$ cat config.mk
export PLATFORM = sky130hd
export DESIGN_NAME = load_extend_ctrl_flat
export DESIGN_NICKNAME = d
export VERILOG_FILES = /design/src/rtl/load_extend_ctrl_if.sv /design/src/rtl/load_extend_ctrl.sv /design/src/flat_wrapper.sv
export SDC_FILE = /design/constraint.sdc
export NUM_CORES = 1
export LEC_CHECK = 0
export CORE_ASPECT_RATIO = 1.1
export CORE_MARGIN = 3
export CORE_UTILIZATION = 46
export DETAILED_ROUTE_END_ITERATION = 16
export PLACE_DENSITY = 0.8
export SETUP_SLACK_MARGIN = 0.2
export SLEW_MARGIN = 20
export SYNTH_ARGS = -nofsm -noshare
export SYNTH_HDL_FRONTEND = slang
export SYNTH_SLANG_ARGS = --single-unit
$ cat constraint.sdc
create_clock -name Clk -period 2 [get_ports Clk]
set_input_delay 0.4 -clock Clk [delete_from_list [all_inputs] [get_ports Clk]]
set_output_delay 0.4 -clock Clk [all_outputs]
set_load 0.02 [all_outputs]
$ cat src/rtl/load_extend_ctrl_if.sv
// +--------------------------------------------------------------------+
// | load_extend_ctrl_if                                                |
// | Pipeline load request and data-memory handshake bundle.            |
// | Rev 1.0                                                            |
// +--------------------------------------------------------------------+
`default_nettype none

interface load_extend_ctrl_if;
   logic        LdReq;
   logic [2:0]  LdType;
   logic [31:0] LdAddr;
   logic        Flush;
   logic        MemReq;
   logic [31:0] MemAddr;
   logic        MemAck;
   logic [31:0] MemRdata;
   logic [31:0] LdData;
   logic        LdValid;
   logic        Stall;
   logic        Err;

   // pipeline plus memory side
   modport master (
      output LdReq, LdType, LdAddr, Flush, MemAck, MemRdata,
      input  MemReq, MemAddr, LdData, LdValid, Stall, Err
   );

   // load controller side
   modport slave (
      input  LdReq, LdType, LdAddr, Flush, MemAck, MemRdata,
      output MemReq, MemAddr, LdData, LdValid, Stall, Err
   );
endinterface

`default_nettype wire

$ cat src/rtl/load_extend_ctrl.sv
// +--------------------------------------------------------------------+
// | load_extend_ctrl                                                   |
// | Multi-cycle load controller: word request, lane select, extension. |
// | Rev 1.0                                                            |
// +--------------------------------------------------------------------+
`default_nettype none

module load_extend_ctrl #(
   parameter int unsigned TIMEOUT = 255
) (
   input  wire logic         Clk,
   input  wire logic         Reset_n,
   load_extend_ctrl_if.slave bus
);

   localparam logic [7:0] c_tmo_last = 8'(TIMEOUT - 1);
   localparam logic [2:0] c_lh       = 3'b001;
   localparam logic [2:0] c_lhu      = 3'b010;
   localparam logic [2:0] c_lb       = 3'b011;
   localparam logic [2:0] c_lbu      = 3'b100;

   typedef enum logic [1:0] {
      ST_IDLE  = 2'd0,
      ST_ISSUE = 2'd1,
      ST_DONE  = 2'd2
   } state_t;

   state_t      r_state;
   state_t      w_state_nx;
   logic        w_aligned;
   logic        w_accept;
   logic        w_misalign;
   logic        w_capture;
   logic        w_timeout;
   logic        r_memreq;
   logic [31:0] r_memaddr;
   logic [31:0] r_lddata;
   logic        r_err;
   logic [7:0]  r_cnt;
   logic [2:0]  r_type;
   logic [1:0]  r_ofs;
   logic [7:0]  w_byte;
   logic [15:0] w_half;
   logic [31:0] w_ext;

   always_comb begin
      w_aligned = 1'b1;
      case (bus.LdType)
         c_lh, c_lhu: w_aligned = ~bus.LdAddr[0];
         c_lb, c_lbu: w_aligned = 1'b1;
         default:     w_aligned = (bus.LdAddr[1:0] == 2'b00);
      endcase
   end

   always_ff @(posedge Clk or negedge Reset_n) begin
      if (!Reset_n) begin
         r_state <= ST_IDLE;
      end else begin
         r_state <= w_state_nx;
      end
   end

   // Flush outranks a same-cycle ack; an ack outranks an expiring timeout.
   always_comb begin
      w_state_nx = r_state;
      w_accept   = 1'b0;
      w_misalign = 1'b0;
      w_capture  = 1'b0;
      w_timeout  = 1'b0;
      case (r_state)
         ST_IDLE, ST_DONE: begin
            w_state_nx = ST_IDLE;
            if (bus.LdReq) begin
               if (w_aligned) begin
                  w_state_nx = ST_ISSUE;
                  w_accept   = 1'b1;
               end else begin
                  w_misalign = 1'b1;
               end
            end
         end
         ST_ISSUE: begin
            if (bus.Flush) begin
               w_state_nx = ST_IDLE;
            end else if (bus.MemAck) begin
               w_state_nx = ST_DONE;
               w_capture  = 1'b1;
            end else if (r_cnt == c_tmo_last) begin
               w_state_nx = ST_IDLE;
               w_timeout  = 1'b1;
            end
         end
         default: w_state_nx = ST_IDLE;
      endcase
   end

   always_comb begin
      w_byte = bus.MemRdata[7:0];
      case (r_ofs)
         2'd1:    w_byte = bus.MemRdata[15:8];
         2'd2:    w_byte = bus.MemRdata[23:16];
         2'd3:    w_byte = bus.MemRdata[31:24];
         default: w_byte = bus.MemRdata[7:0];
      endcase
      w_half = r_ofs[1] ? bus.MemRdata[31:16] : bus.MemRdata[15:0];
      case (r_type)
         c_lb:    w_ext = {{24{w_byte[7]}}, w_byte};
         c_lbu:   w_ext = {24'd0, w_byte};
         c_lh:    w_ext = {{16{w_half[15]}}, w_half};
         c_lhu:   w_ext = {16'd0, w_half};
         default: w_ext = bus.MemRdata;
      endcase
   end

   always_ff @(posedge Clk or negedge Reset_n) begin
      if (!Reset_n) begin
         r_memreq  <= 1'b0;
         r_memaddr <= 32'd0;
         r_lddata  <= 32'd0;
         r_err     <= 1'b0;
         r_cnt     <= 8'd0;
         r_type    <= 3'd0;
         r_ofs     <= 2'd0;
      end else begin
         r_err <= w_misalign | w_timeout;
         if (w_accept) begin
            r_memreq  <= 1'b1;
            r_memaddr <= {bus.LdAddr[31:2], 2'b00};
            r_type    <= bus.LdType;
            r_ofs     <= bus.LdAddr[1:0];
            r_cnt     <= 8'd0;
         end else if (r_state == ST_ISSUE) begin
            if (w_state_nx != ST_ISSUE) begin
               r_memreq <= 1'b0;
            end else begin
               r_cnt <= r_cnt + 8'd1;
            end
         end
         if (w_capture) begin
            r_lddata <= w_ext;
         end
      end
   end

   assign bus.MemReq  = r_memreq;
   assign bus.MemAddr = r_memaddr;
   assign bus.LdData  = r_lddata;
   assign bus.LdValid = (r_state == ST_DONE);
   assign bus.Err     = r_err;
   assign bus.Stall   = ((r_state == ST_ISSUE) & ~bus.Flush) | w_accept;

endmodule

`default_nettype wire

$ cat src/flat_wrapper.sv
// flat-port wrapper written by rule: the top's interface ports become plain ports
module load_extend_ctrl_flat 
#(
   parameter int unsigned TIMEOUT = 255
)
  (Clk, Reset_n, bus_LdReq, bus_LdType, bus_LdAddr, bus_Flush, bus_MemAck, bus_MemRdata, bus_MemReq, bus_MemAddr, bus_LdData, bus_LdValid, bus_Stall, bus_Err);
  load_extend_ctrl_if bus_i ();
  input  wire logic Clk;
  input  wire logic Reset_n;
  input wire logic [$bits(bus_i.LdReq)-1:0] bus_LdReq;
  input wire logic [$bits(bus_i.LdType)-1:0] bus_LdType;
  input wire logic [$bits(bus_i.LdAddr)-1:0] bus_LdAddr;
  input wire logic [$bits(bus_i.Flush)-1:0] bus_Flush;
  input wire logic [$bits(bus_i.MemAck)-1:0] bus_MemAck;
  input wire logic [$bits(bus_i.MemRdata)-1:0] bus_MemRdata;
  output wire logic [$bits(bus_i.MemReq)-1:0] bus_MemReq;
  output wire logic [$bits(bus_i.MemAddr)-1:0] bus_MemAddr;
  output wire logic [$bits(bus_i.LdData)-1:0] bus_LdData;
  output wire logic [$bits(bus_i.LdValid)-1:0] bus_LdValid;
  output wire logic [$bits(bus_i.Stall)-1:0] bus_Stall;
  output wire logic [$bits(bus_i.Err)-1:0] bus_Err;
  assign bus_i.LdReq = bus_LdReq;
  assign bus_i.LdType = bus_LdType;
  assign bus_i.LdAddr = bus_LdAddr;
  assign bus_i.Flush = bus_Flush;
  assign bus_i.MemAck = bus_MemAck;
  assign bus_i.MemRdata = bus_MemRdata;
  assign bus_MemReq = bus_i.MemReq;
  assign bus_MemAddr = bus_i.MemAddr;
  assign bus_LdData = bus_i.LdData;
  assign bus_LdValid = bus_i.LdValid;
  assign bus_Stall = bus_i.Stall;
  assign bus_Err = bus_i.Err;
  load_extend_ctrl #(.TIMEOUT(TIMEOUT)) u_core (.Clk(Clk), .Reset_n(Reset_n), .bus(bus_i));
endmodule
# After elaboration in Yosys (flattened, before gate mapping)
# Cells that the tools add are included.
# W data, S select, Z words.
[totals]
latch_bits = 0
out_inout_bits = 68
n_memories = 0
ff_bits = 79
mem_bits_ro = 0
wordCells = 68
mem_bits_rw = 0
inputBits = 72
[op_classes]
mul = 0
n_reduce_logical = 9
add_sub_neg = 1
n_bitwise = 5
n_lt_le_gt_ge = 0
n_eq_ne = 16
n_shift = 0
div = 0
muxes = 29
[ops]
columns = ["operator", "count"]
rows = [
  ["$pmux W32 S4", 1],
  ["$mux W8", 3],
  ["$pmux W8 S3", 1],
  ["$mux W1", 17],
  ["$mux W16", 1],
  ["$eq A3 B2 Y1 const B", 4],
  ["$add A8 B1 Y8 const B", 1],
  ["$eq A8 B8 Y1 const B", 1],
  ["$mux W2", 4],
  ["$eq A2 B2 Y1 const B", 3],
  ["$eq A3 B1 Y1 const B", 2],
  ["$eq A3 B3 Y1 const B", 2],
  ["$reduce_or A2 Y1", 3],
  ["$eq A2 B1 Y1 const B", 2],
  ["$logic_not A2 Y1", 2],
  ["$ne A2 B1 Y1 const B", 2],
  ["$pmux W2 S2", 1],
  ["$reduce_and A2 Y1", 2],
  ["$reduce_bool A2 Y1", 2],
  ["$not A1 Y1", 2],
  ["$or A1 B1 Y1", 2],
  ["$pmux W1 S2", 1],
  ["$and A1 B1 Y1", 1],
]

# Logic depth before layout (Yosys ltp)
[logic_depth]
ltp_word = 10
mapped_depth = 8
ltp_nobuf = 7

# Worst setup path after synthesis
# OpenSTA, ideal clock, no wires.
[synth_timing]
path_type = "input -> output"
startpoint = "input port bus_LdType[0]"
endpoint = "output port bus_Stall"
stages = 5
n_path_buf = 1
arrival_time_ns = 1.352
required_ns = 1.600
path_slack_ns = 0.248
cell_sequence = "o21bai_1 a21oi_1 o21ai_4 buf_2 o21ai_0"
[synth_via]
elab_chain_len = 7
word_cells_on_any_way = 11
classes_between = "eq/ne (4); mux (4); bitwise (1); reduce/logical (2)"
[synth_rtl]
columns = ["element", "line_no", "source"]
rows = [
  ["start, declared", "flat_wrapper.sv:11", "input wire logic [$bits(bus_i.LdType)-1:0] bus_LdType;"],
  ["$eq A3 B2 Y1, or another cell as far along", "load_extend_ctrl.sv:48", "case (bus.LdType)"],
  ["$reduce_or A2 Y1", "load_extend_ctrl.sv:48", ""],
  ["$pmux W1 S2 (*)", "load_extend_ctrl.sv:48", ""],
  ["$mux W1 (*)", "load_extend_ctrl.sv:74", "if (w_aligned) begin"],
  ["$mux W1 (*)", "load_extend_ctrl.sv:73", "if (bus.LdReq) begin"],
  ["$mux W1 (*)", "load_extend_ctrl.sv:70", "case (r_state)"],
  ["$or A1 B1 Y1 (*)", "load_extend_ctrl.sv:150", "assign bus.Stall = ((r_state == ST_ISSUE) & ~bus.Flush) | w_accept;"],
  ["end, declared", "flat_wrapper.sv:20", "output wire logic [$bits(bus_i.Stall)-1:0] bus_Stall;"],
]
# Every way passes the cells marked *; elsewhere a longest branch is shown, timed or not.

# Final worst setup path
# Ends and elaborated chain as after synthesis.

==> impl_metrics.yaml <==
outcome:
  status: "completed"
worst_hold_path:
  worstHoldPathCells: 2
  worstHoldStart: "bus_LdType[2]"
  hp-class: "in -> reg"
clocking:
  clock_path_buffers: 2
  numCtsBuffers: 9
  path_clk_slew_ps: 80
  clk_latency_ps: 350
  cts_tree: "built"
  htreeDepth: 3
  cts_sinks: 79
  root_buffer: "clkbuf_8"
pwr:
  clockPowerShare: 0.189
  swShare: 0.373
  power_w: 0.00725
  pwr_density_cell_nw_per_um2: 1200
  irDropWorstVdd_v: 0.000644
  p_leak_nw: 2.49
  pwr-share-seq: 0.336
  power.switching_w: 0.00270
  p_comb_frac: 0.474
  p_int_w: 0.00455
setup_path:
  r2r_start: "u_core.r_type[1]"
  crit_slowest_cell: "clkdlybuf4s15_1"
  start_kind: "primary input"
  critPathMaxFanout: 4
  ff2ff_path_depth: 6
  arrival_ps: 1380
  path_class: "in -> out"
  cp-endpoint: "bus_Stall"
  r2r_slack_ps: 290
  r2r-end: "u_core.bus.LdData[5]"
  crit_start: "bus_LdType[0]"
  slowest_delay_ps: 210
  required_ps: 1600
  crit_chain: "clkdlybuf4s15_1 > o21bai_1 > a21oi_1 > buf_4 > o21ai_4 > o21ai_2 > buf_6"
  worstSetupEndpointType: "primary output"
global_routing:
  grt_pass1_vias: 3679
  grt_overflow_total: 0
  track_usage: 0.222
  grt_pass1_wl_um: 17500
  antenna_found_initial: 0
  grt_max_degree: 46
finish:
  nets: 615
  final_util: 0.706
  post_route_cells_drive_above_1_share: 0.218
  n_antenna_cell: 0
  synthToLayoutAreaGrowth_pct: 46.6
routing:
  drt_iter0_drc: 130
  vias_per_cell: 5.36
  totalWireLength_um: 10900
  drt-wirelength-per-cell_um: 16.5
  remaining_drc_errors: 0
  firstDrtPassIters: 4
  ant_nets: 0
  vias: 3523
timing:
  layout_setup_ws_ps: 217
  post-route-period-util: 0.891
  fin_setup_tns_ps: 0
  rsz0062_at_grt: "yes"
  finalClockSkew_ps: 14.1
  setup_viol_count_final: 0
  fin_crit_ps: 1780
  max_freq_ghz: 0.561
  finalHoldViolCount: 0
  report.final.slew_viol_count: 0
synthesis:
  synth_cell_type_count: 50
  synth_mux_area_frac: 0.150
  yosysSeqAreaShare: 0.480
  synthSimpleGateAreaFrac: 0.128
  ys_ff_latch: 79
  async_flop_share: 1.00
  synth_xor_area_frac: 0.00638
  avgSynthCellArea_um2: 10.6
  yosys_warnings: 0
  synthAdderAreaFrac: 0.00608
  synthCells: 387
  synth_ff_type: "dfrtp_1"
  synth_top_family_by_area: "compound AO/OA/AOI/OAI gates"
  synth_area_um2: 4120
  synth_edf_count: 0
  synth_compound_area_frac: 0.179
floorplanning:
  fp.dieArea_um2: 10100
  start_util: 0.482
  fp-row-count: 35
  die-height_um: 105
  core_area_um2: 8540
  ios: 140
  die_x_um: 96.2
placement:
  routabilityCongestion: 0.852
  pre_cts_ws_ps: -452
  dp_hpwl_um: 8090
  portBuffers: 137
flow_run:
  maxCapViolCount: 0
[worst min path at each step]
stage | to
after floorplan | u_core.bus.Err
after global placement | u_core.bus.MemAddr[24]
after detailed placement | u_core.bus.MemAddr[25]
after CTS | u_core.r_ofs[0]
after global routing | u_core.r_type[2]
final | u_core.r_type[2]
[flip-flops by register name (all words and copies together) (netlist names)]
| name | flops |
|---|---|
| u_core.bus.LdData | 32 |
| u_core.r_state | 2 |
| u_core.bus.Err | 1 |
| u_core.r_ofs | 2 |
| u_core.r_type | 3 |
| u_core.bus.MemReq | 1 |
| u_core.bus.MemAddr | 30 |
| u_core.r_cnt | 8 |
[timing repair]
item / CTS / global route
endpoints found under the setup margin: 53 / 66
hold endpoints to repair: 27 / 0
resized for setup: 13 / 16
hold buffers: 1 / 0
setup buffers: 0 / 3
pin swaps: 1 / 3
[synthesized netlist by cell type (2+ instances only)]
cell type / number / area (µm²)
a21oi_1: 28 / 140
a21oi_4: 10 / 163
a221oi_1: 7 / 61.3
buf_2: 9 / 45.0
buf_4: 8 / 60.1
clkbuf_1: 7 / 26.3
dfrtp_1: 79 / 1980
ha_1: 2 / 25.0
inv_1: 10 / 37.5
mux2_2: 43 / 484
mux2i_1: 11 / 110
nand2_1: 32 / 120
nand2b_1: 4 / 25.0
nand3_1: 10 / 50.1
nor2_1: 45 / 169
nor2b_1: 9 / 56.3
o211ai_1: 2 / 15.0
o21a_1: 7 / 52.6
o21ai_0: 22 / 110
o21ai_1: 3 / 15.0
o221ai_1: 7 / 61.3
or3_1: 3 / 18.8
xnor2_1: 2 / 17.5
[power by group through the flow]
stage | combinational, W | sequential [W] | clock [W]
5_1_grt | 0.00368 | 0.00250 | 0.00147
4_1_cts | 0.00342 | 0.00245 | 0.00140
2_1_floorplan | 0.00135 | 0.00296 | 0
6_report | 0.00344 | 0.00244 | 0.00137
3_3_place_gp | 0.00333 | 0.00245 | 0
3_5_place_dp | 0.00340 | 0.00248 | 0
[cell families (layout without fill, tap and decap cells)]
kind of cell             Yosys count  count (layout)
AND/OR/NAND/NOR                  112             112
AO/OA/AOI/OAI                     99              99
flip-flops                        79              79
multiplexers                      55              55
buffers and inverters             36             194
XOR/XNOR                           3               3
adder cells (fa/ha/maj)            2               2
other                              1               2
[worst max-delay path, delay by kind of cell]
family          cells  cell delay, ps
compound gates      4             490
buf+inv             3             480
[metrics by stage]
step	hold slack, ps	area [µm²]	std cells
global placement	354	5720	637
finish	434	6030	657
detailed placement	352	5720	637
floorplan	104	4120	388
CTS	465	5960	654
global route	440	6030	657
[cells in the final DEF (no fill, tap or decap), types with 10 or more instances in the layout]
cell type and n:
a21oi_1 28, a21oi_4 10, buf_4 25, clkdlybuf4s50_1 129, dfrtp_1 75, inv_1 10
mux2_2 43, mux2i_1 10, nand2_1 32, nand3_1 10, nor2_1 45, o21ai_0 21
[per-layer routing]
layer  track usage  part of all wire
met5             0                 0
met4        0.0630             0.017
met3        0.0763             0.095
met2         0.367              0.49
met1         0.271              0.39
[final cells by class]
cell class | count | area (µm²)
fillers | 676 | 2510
inverters | 10 | 37.5
multi-input cells | 273 | 1980
flip-flops and latches | 79 | 1980
clock inverters | 7 | 103
clock buffers | 9 | 124
well taps | 111 | 139
repair buffers | 168 | 1670
No activity file was read; power rests on OpenSTA's default activity.
==> RTL edit 1 (config.mk and constraints unchanged) <==
The 3 states of `state_t` get a one-hot encoding in 3 bits.
--- a/src/rtl/load_extend_ctrl.sv
+++ b/src/rtl/load_extend_ctrl.sv
@@ -19,10 +19,10 @@
    localparam logic [2:0] c_lb       = 3'b011;
    localparam logic [2:0] c_lbu      = 3'b100;
 
-   typedef enum logic [1:0] {
-      ST_IDLE  = 2'd0,
-      ST_ISSUE = 2'd1,
-      ST_DONE  = 2'd2
+   typedef enum logic [2:0] {
+      ST_IDLE  = 3'b001,
+      ST_ISSUE = 3'b010,
+      ST_DONE  = 3'b100
    } state_t;
 
    state_t      r_state;
Function: same outputs for any inputs over 4 cycles, from zero or initial values and one cycle with Reset_n low; so few cycles prove little.
==> RTL edit 1 against the original RTL <==
Critical endpoint is now u_core.r_cnt[6]. Register-to-register slack worse by 290 ps. Largest cell class is now multi-input combinational cells. Cell area up 7.8%. Total power up 7.2%. Final cell count up 2.1%. Sequential power up 3%. Area after synthesis up 2.7%. Highest routed layer unchanged. Clock skew down 5.4 ps. Setup slack worse by 220 ps. Worst hold slack better by 53 ps. Largest power group unchanged. Sequential cell count up 1. Routed wire length up 23%. The flow now finishes with violations (negative setup slack).
==> RTL edit 1: results (changes against the original RTL) <==
Post-synth top cells=79 x dfrtp_1, 35 x mux2_2, 27 x nand2_1 (was 79 x dfrtp_1, 45 x nor2_1, 43 x mux2_2); sequential area share after synthesis=47.4% (was 48.0%); CTS resizes=24 (was 13); DPL Wire Length=9.02 mm (was 8.09 mm); HP Class=input port to async pin (was input port to register); min setup slack post-route=-0.434 ps (was 217 ps); final WL=13.3 mm (was 10.9 mm); pre-CTS setup slack=-474 ps (was -452 ps); Total Nets Final=626 (was 615); Setup-failing EPs final=1 (was 0); Layout area overhead=53.8% (was 46.6%); top post-synthesis cells by area=dfrtp_1 47%, mux2_2 9.3%, nor2b_1 3.8%, o22a_1 3.3%, mux4_1 3.1% (was dfrtp_1 48%, mux2_2 12%, nor2_1 4.1%, a21oi_4 4.0%, a21oi_1 3.4%); library cells used by synthesis=52 (was 50); dpl cells=644 (was 637); CP peak stage delay=540 ps (was 210 ps); crit-path leading delay family=simple AND/OR/NAND/NOR gates (was compound AO/OA/AOI/OAI gates); Peak VDD IR=0.000795 V (was 0.000644 V); P_sw=2980 uW (was 2700 uW); number of global-route vias before repair=3720 (was 3679); GR Util All Layers=24.1% (was 22.2%); Synth Instances=380 (was 387); First DRT Iteration DRCs=314 (was 130); Worst Clk Skew=8.65 ps (was 14.1 ps); Final Wtd Congestion=0.832 (was 0.852); vias=3906 (was 3523); failing checks=negative setup slack; clock-cell share of area=3.60% (was 3.75%); clock latency on the worst-skew pair=approximately 360 ps; clk slew on worst S/H paths=100 ps (was 80 ps); ratio of cells with drive above 1 in the final layout=28.9% (was 21.8%); worst-path maximum fanout=4 (unchanged); Post-CTS Repair Setup Buffers=4 (was 0); Fillers=592 (was 676); routed vias/inst=5.82 (was 5.36); Multi-In Gates=260 (was 273); slowest stage cell, crit path=or4_1 (was clkdlybuf4s15_1); first-pass GRT wire length=19.8 mm (was 17.5 mm); Placement Cell Area=5910 sq um (was 5720 sq um); Fin Setup TNS=-0.434 ps (was 0 ps); outcome=complete, but fails checks (was complete, no violations); count of plain and timing-repair buffers=189 (was 168); multi-input combinational area share=34.0% (was 32.8%); Register Area=2000 sq um (was 1980 sq um); total clock sinks=80 (was 79); pin count of the biggest net entering global routing=56 (was 46); total leakage power=0.00272 uW (was 0.00249 uW)
==> RTL edit 1: worst paths after layout <==
path	start	end	slack, ps	depth (start not counted)
max in group asynchronous	Reset_n	u_core.r_state[0]	870	3
min	Reset_n	u_core.bus.MemAddr[12]	490	2
max	u_core.r_state[2]	u_core.r_cnt[6]	-0.4	6
max reg2reg	u_core.r_state[2]	u_core.r_cnt[6]	-0.4	6
min in group Clk	u_core.bus.MemReq	u_core.bus.MemReq	500	1
min reg2reg	u_core.bus.MemReq	u_core.bus.MemReq	500	1
==> RTL edit 1: worst register-to-register path, delay by kind of cell (launching register included) <==
kind	cells	cell delay [ps]
buf+inv	2	260
compound gates	2	390
simple gates	2	840
flops	1	460
==> RTL edit 1: cell families (layout without fill, tap and decap cells) <==
kind of cell / after synthesis / in the layout / share of synthesized area (%)
AO/OA/AOI/OAI: 112 / 112 / 19.5
AND/OR/NAND/NOR: 97 / 97 / 12.6
flip-flops: 80 / 80 / 47.4
multiplexers: 44 / 44 / 14.3
buffers and inverters: 41 / 217 / 4.94
XOR/XNOR: 3 / 3 / 0.622
adder cells (fa/ha/maj): 2 / 2 / 0.592
other: 1 / 2 / 0.0887
==> RTL edit 1: power groups by stage <==
stage	Clock (uW)	Sequential [uW]	Combinational [uW]
2_1_floorplan	0	3090	1410
6_report	1430	2520	3810
3_3_place_gp	0	2510	3610
5_1_grt	1490	2570	4050
4_1_cts	1440	2500	3740
3_5_place_dp	0	2530	3690
==> RTL edit 1: layer usage <==
metal / vias up / global-route usage (%) / wire (microns) / share of wire (%)
met5: - / 0 / 0 / 0
met4: 0 / 7.81 / 276 / 2.1
met3: 26 / 4.00 / 867 / 6.5
met2: 180 / 40.1 / 6780 / 51
met1: 1947 / 32.1 / 5390 / 40
li1: 1753 / - / - / -
==> RTL edit 2 (same flow settings) <==
Without the edit above. `TIMEOUT` is set to 255 in 2 places; all go to 191.
--- a/src/rtl/load_extend_ctrl.sv
+++ b/src/rtl/load_extend_ctrl.sv
@@ -6,7 +6,7 @@
 `default_nettype none
 
 module load_extend_ctrl #(
-   parameter int unsigned TIMEOUT = 255
+   parameter int unsigned TIMEOUT = 191
 ) (
    input  wire logic         Clk,
    input  wire logic         Reset_n,
--- a/src/flat_wrapper.sv
+++ b/src/flat_wrapper.sv
@@ -1,7 +1,7 @@
 // flat-port wrapper written by rule: the top's interface ports become plain ports
 module load_extend_ctrl_flat 
 #(
-   parameter int unsigned TIMEOUT = 255
+   parameter int unsigned TIMEOUT = 191
 )
   (Clk, Reset_n, bus_LdReq, bus_LdType, bus_LdAddr, bus_Flush, bus_MemAck, bus_MemRdata, bus_MemReq, bus_MemAddr, bus_LdData, bus_LdValid, bus_Stall, bus_Err);
   load_extend_ctrl_if bus_i ();
Check against the original RTL: same outputs for any inputs over 4 cycles, from zero or initial values and one cycle with Reset_n low; that may be too few to reach the edited logic, so the function may still have changed.
==> RTL edit 2 against the original RTL <==
Area after synthesis decreased by 3.3%. Routed wire length down 1.8%. Register-to-register slack worse by 50 ps. Cell area shrank 2.4%. Combinational power down 7.8%. Setup slack got worse by 38 ps. Core utilization increased by 1.4 points. Sequential cell count stayed put. Via count up 1.1%. Total power decreased by 3.2%. Non-clock buffer count fell by 3.
==> RTL edit 2: results (changes against the original RTL) <==
outcome=complete, no violations (unchanged); Worst Clk Skew=11.0 ps (was 14.1 ps); number of global-route vias before repair=3492 (was 3679); Peak VDD IR=0.000767 V (was 0.000644 V); initial antenna violation count=0 (unchanged); IO buf count=137 (unchanged); clock root cell=clkbuf_8 (unchanged); Total Nets Final=613 (was 615); CP peak stage delay=400 ps (was 210 ps); top post-synthesis cells by area=dfrtp_1 50%, mux2_2 12%, a21oi_1 4.8%, nor2_1 4.2%, mux2i_1 3.0% (was dfrtp_1 48%, mux2_2 12%, nor2_1 4.1%, a21oi_4 4.0%, a21oi_1 3.4%); Fillers=627 (was 676); Fmax=549 MHz (was 561 MHz); CTS buffer count=9 (unchanged); number of H-tree levels=3 (unchanged); Final Wtd Congestion=0.825 (was 0.852); CTS Buffer Depth=2 (unchanged); final WL=10.7 mm (was 10.9 mm); pre-CTS setup slack=-434 ps (was -452 ps); Post-Synth XOR/XNOR Area=0.661% (was 0.638%); sequential area share after synthesis=49.7% (was 48.0%); first-pass GRT wire length=17.0 mm (was 17.5 mm); ratio of cells with drive above 1 in the final layout=20.0% (was 21.8%); DPL Wire Length=7.80 mm (was 8.09 mm); vias=3560 (was 3523); slowest stage cell, crit path=clkdlybuf4s50_1 (was clkdlybuf4s15_1); Post-synth top cells=79 x dfrtp_1, 44 x nor2_1, 43 x mux2_2 (was 79 x dfrtp_1, 45 x nor2_1, 43 x mux2_2); HP Class=input port to async pin (was input port to register); clock latency on the worst-skew pair=350 ps (about the same); GR Util All Layers=21.7% (was 22.2%); pin count of the biggest net entering global routing=46 (unchanged); mux cell area share after synthesis=15.2% (was 15.0%); diode count=0 (unchanged); synth warn=0 (unchanged); adder-cell share of the synthesized area=0.629% (was 0.608%); worst-path maximum fanout=2 (was 4); WP data arrival=1420 ps (was 1380 ps); clk slew on worst S/H paths=roughly 90 ps; First DRT Iteration DRCs=171 (was 130); router iterations before antenna repair=5 (was 4); Reg2Reg Setup Slack=240 ps (was 290 ps); max FFs per register=32 (unchanged); Slew @ Worst Pin=between 500 and 600 ps; Synth Area in Compound Gates=15.2% (was 17.9%); total leakage power=0.00249 uW (about the same); library cells used by synthesis=46 (was 50); Async S/R FF share, synth=100% (unchanged)
==> RTL edit 2: critical path: cells and delay by family <==
| kind | cells | cell delay [ps] |
|---|---|---|
| buffers and inverters | 2 | 550 |
| and+or+nand+nor | 2 | 470 |
==> RTL edit 2: final timing paths <==
path / start / end / cells past startpoint
worst min register to register: u_core.bus.MemAddr[9] / u_core.bus.MemAddr[9] / 1
max in group asynchronous: Reset_n / u_core.r_cnt[1] / 2
worst max-delay path: bus_Flush / bus_Stall / 4
worst max register to register: u_core.r_state[1] / u_core.r_cnt[5] / 6
min in group Clk: bus_LdType[0] / u_core.r_type[0] / 2
worst min-delay path: Reset_n / u_core.bus.LdData[29] / 1
==> RTL edit 2: through the flow <==
| step | TNS [ps] | cells | hold WS [ps] | cell area [sq um] | total power, uW |
|---|---|---|---|---|---|
| floorplan | 0 | 388 | 104 | 3980 | 4130 |
| global placement | -19000 | 631 | 404 | 5550 | 5540 |
| detailed placement | -21770 | 631 | 411 | 5550 | 5620 |
| CTS | 0 | 647 | 22.4 | 5820 | 7040 |
| global route | 0 | 652 | 48.9 | 5890 | 7410 |
| finish | 0 | 652 | 5.83 | 5890 | 7020 |
==> RTL edit 2: metal layers <==
metal / share of wire (%) / global-route usage [%] / wire, microns / up-vias
li1: - / - / - / 1659
met1: 40 / 28.2 / 4310 / 1729
met3: 10 / 6.82 / 1080 / 16
met5: 0 / 0 / 0 / -
met4: 1.3 / 5.77 / 140 / 0
met2: 48 / 34.8 / 5140 / 156
==> RTL edit 2: report_power, final <==
part	switching, uW	internal (uW)	leakage (uW)
clock network	611	784	0.000122
logic	1570	1600	0.00144
registers	353	2100	0.000931
==> RTL edit 2: cell families (layout without fill, tap and decap cells) <==
family	Yosys count	after routing
XOR/XNOR	3	3
multiplexers	55	55
flip-flops	79	79
adder cells (fa/ha/maj)	2	2
other	1	2
AND/OR/NAND/NOR	114	115
buffers and inverters	37	192
AO/OA/AOI/OAI	96	96
==> RTL edit 2: final cells by class <==
class,count,share of cell area (%)
clock inverters,5,1.51
inverters,11,0.701
multi-input cells,273,31.6
repair buffers,165,27.6
clock buffers,11,2.57
flip-flops and latches,79,33.7
well taps,108,2.30
==> RTL edit 2: timing repair <==
item                       CTS  global route
gates cloned                 0             1
pin swaps                    1             5
resized for setup           13            11
buffers inserted             0             4
setup endpoints to repair   69            68
